## src/rtl/mx_blk_denorm.sv

```systemverilog
// mx_blk_denorm: streaming MX block encoder.
// Collects blk_sz normalised (op, scale) elements, finds the block-wide
// maximum scale among non-zero elements and drains every element aligned
// to that shared scale and narrowed to elem_w bits.
// Optional feature macro: MX_BLK_DENORM_ROUND_EN
//   defined   -> round-to-nearest-even with positive saturation
//   undefined -> plain truncation (floor toward -inf)
module mx_blk_denorm #(
  parameter int int_w   = 24,
  parameter int scale_w = 8,
  parameter int elem_w  = 8,
  parameter int blk_sz  = 32
) (
  input  logic               i_clk,
  input  logic               i_rst_n,
  input  logic               i_valid,
  output logic               o_ready,
  input  logic [int_w-1:0]   i_op,
  input  logic [scale_w-1:0] i_scale,
  output logic               o_valid,
  input  logic               i_ready,
  output logic [elem_w-1:0]  o_elem,
  output logic [scale_w-1:0] o_shared_scale,
  output logic               o_last
);

  // Extended word: op followed by three guard bits.
  localparam int EW = int_w + 3;
  localparam int CW = (blk_sz > 1) ? $clog2(blk_sz) : 1;
  localparam logic [CW-1:0] LAST_IDX = CW'(blk_sz - 1);

  typedef enum logic {FILL, DRAIN} state_t;

  state_t state, state_nxt;

  logic [CW-1:0]      cnt;
  logic [scale_w-1:0] max_scale;
  logic               any_nz;

  logic [int_w-1:0]   op_buf    [blk_sz];
  logic [scale_w-1:0] scale_buf [blk_sz];

  logic accept;
  logic out_fire;
  logic at_last;

  logic [int_w-1:0]        cur_op;
  logic [scale_w-1:0]      cur_scale;
  logic [scale_w-1:0]      d;
  logic signed [EW-1:0]    ext_base;
  logic [elem_w-1:0]       cand;
  logic [elem_w-1:0]       elem_val;

  assign accept   = i_valid & o_ready;
  assign out_fire = o_valid & i_ready;
  assign at_last  = (cnt == LAST_IDX);

  // State register: FILL after reset, otherwise follow the next-state logic.
  always_ff @(posedge i_clk or negedge i_rst_n) begin
    if (!i_rst_n) begin
      state <= FILL;
    end else begin
      state <= state_nxt;
    end
  end

  // Next-state: switch to DRAIN on the final accept, back to FILL after o_last handshake.
  always_comb begin
    state_nxt = state;
    case (state)
      FILL:    if (accept && at_last)   state_nxt = DRAIN;
      DRAIN:   if (out_fire && at_last) state_nxt = FILL;
      default: state_nxt = FILL;
    endcase
  end

  // Element counter and running maximum of non-zero element scales.
  always_ff @(posedge i_clk or negedge i_rst_n) begin
    if (!i_rst_n) begin
      cnt       <= '0;
      max_scale <= '0;
      any_nz    <= 1'b0;
    end else if (state == FILL) begin
      if (accept) begin
        cnt <= cnt + 1'b1;
        if (i_op != '0) begin
          any_nz <= 1'b1;
          if (i_scale > max_scale) max_scale <= i_scale;
        end
      end
    end else if (out_fire) begin
      cnt <= cnt + 1'b1;
      if (at_last) begin
        max_scale <= '0;
        any_nz    <= 1'b0;
      end
    end
  end

  // Block buffer write; contents are only meaningful once a block is complete.
  always_ff @(posedge i_clk) begin
    if (state == FILL && accept) begin
      op_buf[cnt]    <= i_op;
      scale_buf[cnt] <= i_scale;
    end
  end

  assign cur_op    = op_buf[cnt];
  assign cur_scale = scale_buf[cnt];
  assign d         = max_scale - cur_scale;
  assign ext_base  = {cur_op, 3'b000};

`ifdef MX_BLK_DENORM_ROUND_EN
  localparam logic [elem_w-1:0] MAX_POS = {1'b0, {(elem_w-1){1'b1}}};

  logic signed [2*EW-1:0] wide;
  logic signed [2*EW-1:0] wide_sh;
  logic [EW-1:0]          ext;
  logic                   g;
  logic                   rs;
  logic                   inc;

  // Align with sticky capture, then round to nearest even and saturate positive overflow.
  always_comb begin
    wide    = {ext_base, {EW{1'b0}}};
    wide_sh = wide >>> d;
    ext     = wide_sh[2*EW-1:EW];
    ext[0]  = ext[0] | (|wide_sh[EW-1:0]);
    cand    = ext[EW-1 -: elem_w];
    g       = ext[EW-1-elem_w];
    rs      = |ext[EW-2-elem_w:0];
    inc     = g & (rs | cand[0]);
    if (cur_op == '0 || int'(d) >= EW) begin
      elem_val = '0;
    end else if (inc && cand == MAX_POS) begin
      elem_val = MAX_POS;
    end else begin
      elem_val = cand + {{(elem_w-1){1'b0}}, inc};
    end
  end
`else
  logic signed [EW-1:0] ext;

  // Align by arithmetic shift and keep the top elem_w bits (floor).
  always_comb begin
    ext  = ext_base >>> d;
    cand = ext[EW-1 -: elem_w];
    if (cur_op == '0 || int'(d) >= EW) begin
      elem_val = '0;
    end else begin
      elem_val = cand;
    end
  end
`endif

  // Stream outputs derived from state; element data is zero outside DRAIN.
  always_comb begin
    o_ready        = (state == FILL);
    o_valid        = (state == DRAIN);
    o_last         = (state == DRAIN) && at_last;
    o_shared_scale = any_nz ? max_scale : '0;
    o_elem         = (state == DRAIN) ? elem_val : '0;
  end

endmodule

```

## config.mk

```make
export PLATFORM = sky130hd
export DESIGN_NAME = mx_blk_denorm
export DESIGN_NICKNAME = d
export VERILOG_FILES = /design/src/rtl/mx_blk_denorm.sv
export SDC_FILE = /design/constraint.sdc
export NUM_CORES = 1
export LEC_CHECK = 0
export ABC_AREA = 1
export BUFFER_PORTS_ARGS = -buffer_cell sky130_fd_sc_hd__buf_4
export CORE_ASPECT_RATIO = 1.5
export CORE_MARGIN = 1.5
export CORE_UTILIZATION = 25
export DETAILED_ROUTE_END_ITERATION = 16
export GPL_TIMING_DRIVEN = 0
export PLACE_DENSITY = 0.48
export SYNTH_ARGS = -nofsm -noshare
export SYNTH_HDL_FRONTEND = slang
export SYNTH_SLANG_ARGS = --single-unit
```

## constraint.sdc

```tcl
create_clock -name i_clk -period 6.7 [get_ports i_clk]
set_input_delay 0.67 -clock i_clk [delete_from_list [all_inputs] [get_ports i_clk]]
set_output_delay 0.67 -clock i_clk [all_outputs]
set_load 0.02 [all_outputs]
```

==> metrics.txt, run 1 <==
register area between 30000 and 40000 sq um; Main synth FF type edfxtp_1; WL met3 5.85 mm; Async SR Flop Fraction 0.0144; Initial Util 0.252; crit-path max FO 19; post-route ant nets 0; TritonCTS buffer count 93; global-route wire length before repair 169 mm; met2 routed WL 63.4 mm; area grow syn2layout 18.7%; # H-tree levels 3; syn_nets 2734; Pwr Density 419 nW/um^2; synthesized area between 30000 and 40000 sq um; Setup TNS 0 ns; Slew HR 0.325; die area 159000 sq um; Finished Layout Cells 4990; CTS tree yes; RSZ-0062 raised after global routing false; pins over their slew limit 0; Seq/Total Area, Yosys 0.794; max cap viols 0; Highest Signal Layer met5; Worst-Margin Slew 1.01 ns; clock slew at reported path FFs 0.07 ns; Max Clock Freq 0.159 GHz; Fill cells 15500; Buffers on Ports 54; Via density 4.66; post-layout instance area 46500 sq um; slowest library cell on the worst path dfrtp_1; DRT iter0 DRCs 2045; Peak supply drop 0.467 mV; outcome finished, final reports clean; critical path data required time 6.03 ns; clock tree sinks approximately 1000; Final Critical Period between 6 and 7 ns; Setup Viol. Count Final 0; Post-Syn Area per Cell 14.7 sq um; Area after DPL 43400 sq um; die extent in x 326 microns; DP HPWL 76.2 mm; Clock Path Buffers 3; Avg WL per Cell 24.1 microns; Total GRT Usage 0.148; clk_lat worst skew 0.71 ns; num ports 55; Congestion Overflow GR 0; Yosys warning count 0; layout cell share with drive strength beyond 1 0.134; hold crit path type input pin to flip-flop; CP endpoint kind output pin; nets@finish about 2900; WS Path Type flip-flop to output pin; FF+latch count, synth about 1000; Rows 177; Crit path arrival time 5.62 ns; synth unique cells 43; CP max stage delay 0.43 ns; Post-synth EDFFs slightly above 1000; First-pass DRT Iterations 5; Vias 23200; initial antenna violation count 4; Pleak 0.0149 uW; multi-input logic area around 7400 sq um; Placed Cells 4827; Placer Congestion roughly 0.80; CTS root buffer clkbuf_16; Worst setup SP type flip-flop; Core Box Area 155000 sq um; Die Y between 400 and 500 microns; largest net degree at the start of global routing 35; DRC viols 0; Synth Instances 2675; M1 WL 46.4 mm; vias in the first global route 23000; DRT Wirelength 120 mm; Hold Vio Cnt, Final 0; clock skew about 0.035 ns; most used cell, CP nand2_1; fin crit share 0.938
## worst max-delay path, delay by kind of cell, from the launching register on
| kind | cells | cell delay [ns] |
|---|---|---|
| AO/OA/AOI/OAI | 4 | 0.78 |
| adder cells (fa/ha/maj) | 1 | 0.36 |
| buffers and inverters | 10 | 1.76 |
| flip-flops | 1 | 0.43 |
| AND/OR/NAND/NOR | 16 | 1.51 |
## cell families (layout without fill, tap and decap cells)
logic type	after synthesis	in the layout	synth area share
flip-flops	1039	1039	0.794
AND/OR/NAND/NOR	937	937	0.104
AO/OA/AOI/OAI	469	469	0.0684
buffers and inverters	201	457	0.0245
adder cells (fa/ha/maj)	23	23	0.00753
XOR/XNOR	6	6	0.00153
other	0	1	0
## state kept, by name, indices dropped and copies added, names as in the netlist
name,count
scale_buf,256
cnt,5
op_buf,768
any_nz,1
max_scale,8
o_valid,1
## power by group
group | internal [uW] | switching (uW)
logic | 1960 | 4720
clock network | 2960 | 2430
registers | 7340 | 76.9
## Yosys cell counts (all sizes together) (6+ instances only)
library cell / instances / area share
o41ai: 20 / 0.0047
nor2: 365 / 0.036
inv: 89 / 0.0087
nand3: 61 / 0.0082
nor4: 85 / 0.014
xor2: 6 / 0.0015
nor3: 41 / 0.0054
o22ai: 113 / 0.018
ha: 22 / 0.0070
dfrtp: 15 / 0.0096
edfxtp: 1024 / 0.78
nand2: 326 / 0.032
a21oi: 33 / 0.0042
buf: 60 / 0.011
clkbuf: 52 / 0.0050
or2: 13 / 0.0021
o21ai: 274 / 0.035
a22o: 11 / 0.0025
nand4: 41 / 0.0065
## cell type report
class | instances | share of cell area
Sequential cell | 1039 | 0.669
Multi-Input combinational cell | 1435 | 0.159
Tap cell | 2058 | 0.0553
Clock buffer | 112 | 0.0524
Timing Repair Buffer | 98 | 0.0297
Buffer | 99 | 0.0148
Clock inverter | 59 | 0.0127
Inverter | 89 | 0.00739
Antenna cell | 1 | 0.0000538
## placed cells by master, fill, tap and decap left out, types with 32 or more instances in the layout
cell type and instances:
a21oi_1 32, buf_4 60, clkbuf_1 34, clkbuf_16 94, edfxtp_1 1024, inv_1 83
nand2_1 321, nand3_1 58, nand4_1 41, nor2_1 323, nor2_4 33, nor3_1 39
nor4_1 85, o21ai_0 253, o22ai_1 110
## routing by layer
metal  track usage  vias to the layer above
li1              -                    10400
met1         0.171                    11900
met4        0.0598                        4
met5             0                        -
met2         0.274                      694
met3        0.0201                      208
## worst paths after layout
path / from / end / slack [ns] / depth (start not counted)
max: cnt[0]$_DFFE_PN0P_ / o_elem[2] / 0.41 / 31
min: i_ready / o_valid$_DFF_PN0_ / 0.31 / 4
max reg2reg: cnt[0]$_DFFE_PN0P_ / op_buf[26][4]$_DFFE_PP_ / 2.63 / 11
min reg2reg: max_scale[3]$_DFFE_PN0P_ / max_scale[3]$_DFFE_PN0P_ / 0.60 / 2
max in group asynchronous: i_rst_n / cnt[1]$_DFFE_PN0P_ / 6.12 / 2
min in group asynchronous: i_rst_n / cnt[1]$_DFFE_PN0P_ / 0.37 / 2
## metrics by stage
step | utilization | hold WS [ns] | total power, uW | setup slack, ns
3_3_place_gp | 0.271 | 0.553 | 14000 | -0.882
3_5_place_dp | 0.279 | 0.554 | 14100 | -0.450
4_1_cts | 0.299 | 0.270 | 19600 | 0.0104
2_1_floorplan | - | 0.374 | 11500 | 1.52
6_report | 0.299 | 0.305 | 19500 | 0.413
5_1_grt | 0.299 | 0.363 | 20500 | 0.0179
## timing repair
item,4_1_cts,5_1_grt
resized for setup,51,43
pin swaps,2,2
hold buffers,1,0
endpoints found under the setup margin,8,7
endpoints found under the hold margin,15,0
setup buffers,3,0
(Power assumes the default switching activity.)
==> run 2, diff against run 1 <==
Settings changed: CTS_BUF_LIST set to sky130_fd_sc_hd__clkbuf_4.
==> metrics.txt, run 2 (synthesized netlist as in run 1, its figures left out) <==
outcome finished, final reports clean; Initial Util 0.252 (unchanged); die area 159000 sq um (unchanged); Crit path arrival time 5.69 ns (+0.07 ns); reg2reg start cnt[0]$_DFFE_PN0P_; Hold Crit Start i_op[21]; # H-tree levels 4 (+1); fin crit share 0.950 (+0.0114); most common cell after layout, fill and taps aside edfxtp_1; sequential share of power 0.385 (+0.004); post-route ant nets 0 (unchanged); pins over their slew limit 0 (unchanged); area grow syn2layout 20.4%; DRT Wirelength 122 mm (+1.3%); Fill cells 15700 (+1.3%); worst reg-to-reg setup slack 3.00 ns (+0.37 ns); Pwr Density 409 nW/um^2 (-2.3%); DRC viols 0 (unchanged); Vias 24300 (+4.6%); die extent in x 326 microns (unchanged); Worst-Margin Slew 1.01 ns (+0.000815 ns); met2 routed WL 64.1 mm (+1.1%); Highest Signal Layer met5; Pleak 0.0155 uW (+3.8%); clock skew 0.0955 ns (+0.0609 ns); biggest regs op_buf (768), scale_buf (256), max_scale (8); hold depth 2 (-2); R2R Path End op_buf[28][12]$_DFFE_PP_; Peak supply drop 0.471 mV (+0.84%); critical path data required time 6.03 ns (about the same); Rows 177 (unchanged); WP buf/inv 9 (-1); Reg2Reg Depth 9 (-2); num ports 55 (unchanged); Congestion Overflow GR 0 (unchanged); initial antenna violation count 5 (+1); CTS root buffer clkbuf_4; CTS tree yes; vias in the first global route 24300 (+5.8%); hold crit path type input pin to flip-flop; Core Box Area 155000 sq um (unchanged); WS Path Type flip-flop to output pin; DP HPWL 76.2 mm (unchanged); Final Critical Period 6.36 ns (+0.0766 ns); M1 WL 45.8 mm (-1.4%); global-route wire length before repair 170 mm (+0.85%); Hold Vio Cnt, Final 0 (unchanged); Total GRT Usage 0.150 (+0.00151); CP max stage delay 0.51 ns (+0.08 ns); slowest library cell on the worst path nor3_2; clock slew at reported path FFs 0.08 ns (about the same); Max Clock Freq 0.157 GHz (-1.2%); Finished Layout Cells 5280 (+5.8%); clk_lat worst skew 1.17 ns (+0.46 ns); Avg WL per Cell 23.0 microns (-4.2%); DRT iter0 DRCs 1919 (-6.2%); largest net degree at the start of global routing 35 (unchanged); most frequent cells in the layout edfxtp_1 (1024), clkbuf_4 (345), nor2_1 (321), nand2_1 (320), o21ai_0 (248); Pint 12000 uW (-2.5%); Slew HR 0.326 (+0.00105); Worst setup SP type flip-flop; layout cell share with drive strength beyond 1 0.198 (+0.0641); Clock power frac 0.253 (-0.024); Hold EP op_buf[31][21]$_DFFE_PP_; Buffers on Ports 54 (unchanged); Comb power frac 0.362 (+0.019); most used cell, CP nand2_1; TritonCTS buffer count 225 (+140%); crit-path max FO 19 (unchanged); Largest register FFs 768 (unchanged); max cap viols 0 (unchanged); Clock Path Buffers 3 (unchanged); Placed Cells 4827 (unchanged); Top reg by flops op_buf; clock tree sinks 1039 (unchanged); Die Y 488 microns (unchanged); sw frac 0.380 (+0.00945); Placer Congestion 0.796 (unchanged); First-pass DRT Iterations 8 (+3); Via density 4.60 (-1.1%); WL met3 6.92 mm (+18%); Power, Total 19300 uW (-0.97%); Net Switching 7340 uW (+1.6%); CP endpoint kind output pin; nets@finish 3094 (+6.2%); critical path's top delay family simple AND/OR/NAND/NOR gates; Setup Viol. Count Final 0 (unchanged)
-- run 2: worst register-to-register path: stages (launching register included) --
cell       delay (ns)
dfrtp_2          0.44
buf_12           0.16
clkinv_16        0.11
buf_12           0.24
buf_4            0.25
buf_2            0.26
ha_1             0.19
nand2_1          0.48
nor2_4           0.88
buf_12           0.30
-- run 2: layout make-up --
type,instances,area (sq um),share of cell area
inverter,89,373,0.00790
tap,2058,2570,0.0546
clock buffer,336,2520,0.0535
timing repair buffer,149,1910,0.0404
clock inverter,71,409,0.00867
multi-input combinational,1435,7470,0.158
antenna,7,17.5,0.000371
buffer,96,786,0.0167
sequential,1039,31100,0.660
-- run 2: per-layer routing --
layer  GRT usage  vias up
met5           0        -
met4      0.0674        4
met3      0.0290      246
met2       0.274      860
met1       0.167    12300
li1            -    10900
-- run 2: per-stage QoR --
step,cell area [sq um],util,setup WS (ns),hold slack (ns),setup TNS [ns]
after floorplan,39200,-,1.52,0.374,0
after global placement,42200,0.271,-0.882,0.553,-337.41
after detailed placement,43400,0.279,-0.450,0.554,-2.73
after CTS,46900,0.302,0.00539,0.348,0
after global routing,47200,0.304,-0.0229,0.393,-0.0229
final,47200,0.304,0.336,0.491,0
-- run 2: power by group through the flow --
stage	sequential [uW]	clock [uW]	combinational [uW]
floorplan	7550	0	3970
global placement	7580	0	6430
detailed placement	7560	0	6560
CTS	7420	5030	6800
global route	7440	5300	7630
finish	7420	4890	6990
-- run 2: worst max path at each step --
| stage | startpoint | to | slack (ns) | cells after the start |
|---|---|---|---|---|
| after floorplan | cnt[0]$_DFFE_PN0P_ | o_elem[0] | 1.52 | 33 |
| final | cnt[0]$_DFFE_PN0P_ | o_elem[2] | 0.34 | 29 |
| after CTS | cnt[2]$_DFFE_PN0P_ | o_elem[2] | 0.005 | 26 |
| after detailed placement | cnt[0]$_DFFE_PN0P_ | o_elem[2] | -0.45 | 34 |
| after global placement | cnt[1]$_DFFE_PN0P_ | op_buf[24][8]$_DFFE_PP_ | -0.88 | 10 |
| after global routing | cnt[0]$_DFFE_PN0P_ | o_elem[2] | -0.02 | 31 |
-- run 2: what timing repair did --
item / in CTS / in global routing
hold buffers: 37 / 0
setup endpoints to repair: 8 / 7
gates cloned: 0 / 3
resized for setup: 99 / 55
endpoints found under the hold margin: 1048 / 0
pin swaps: 2 / 12
buffers inserted: 4 / 11
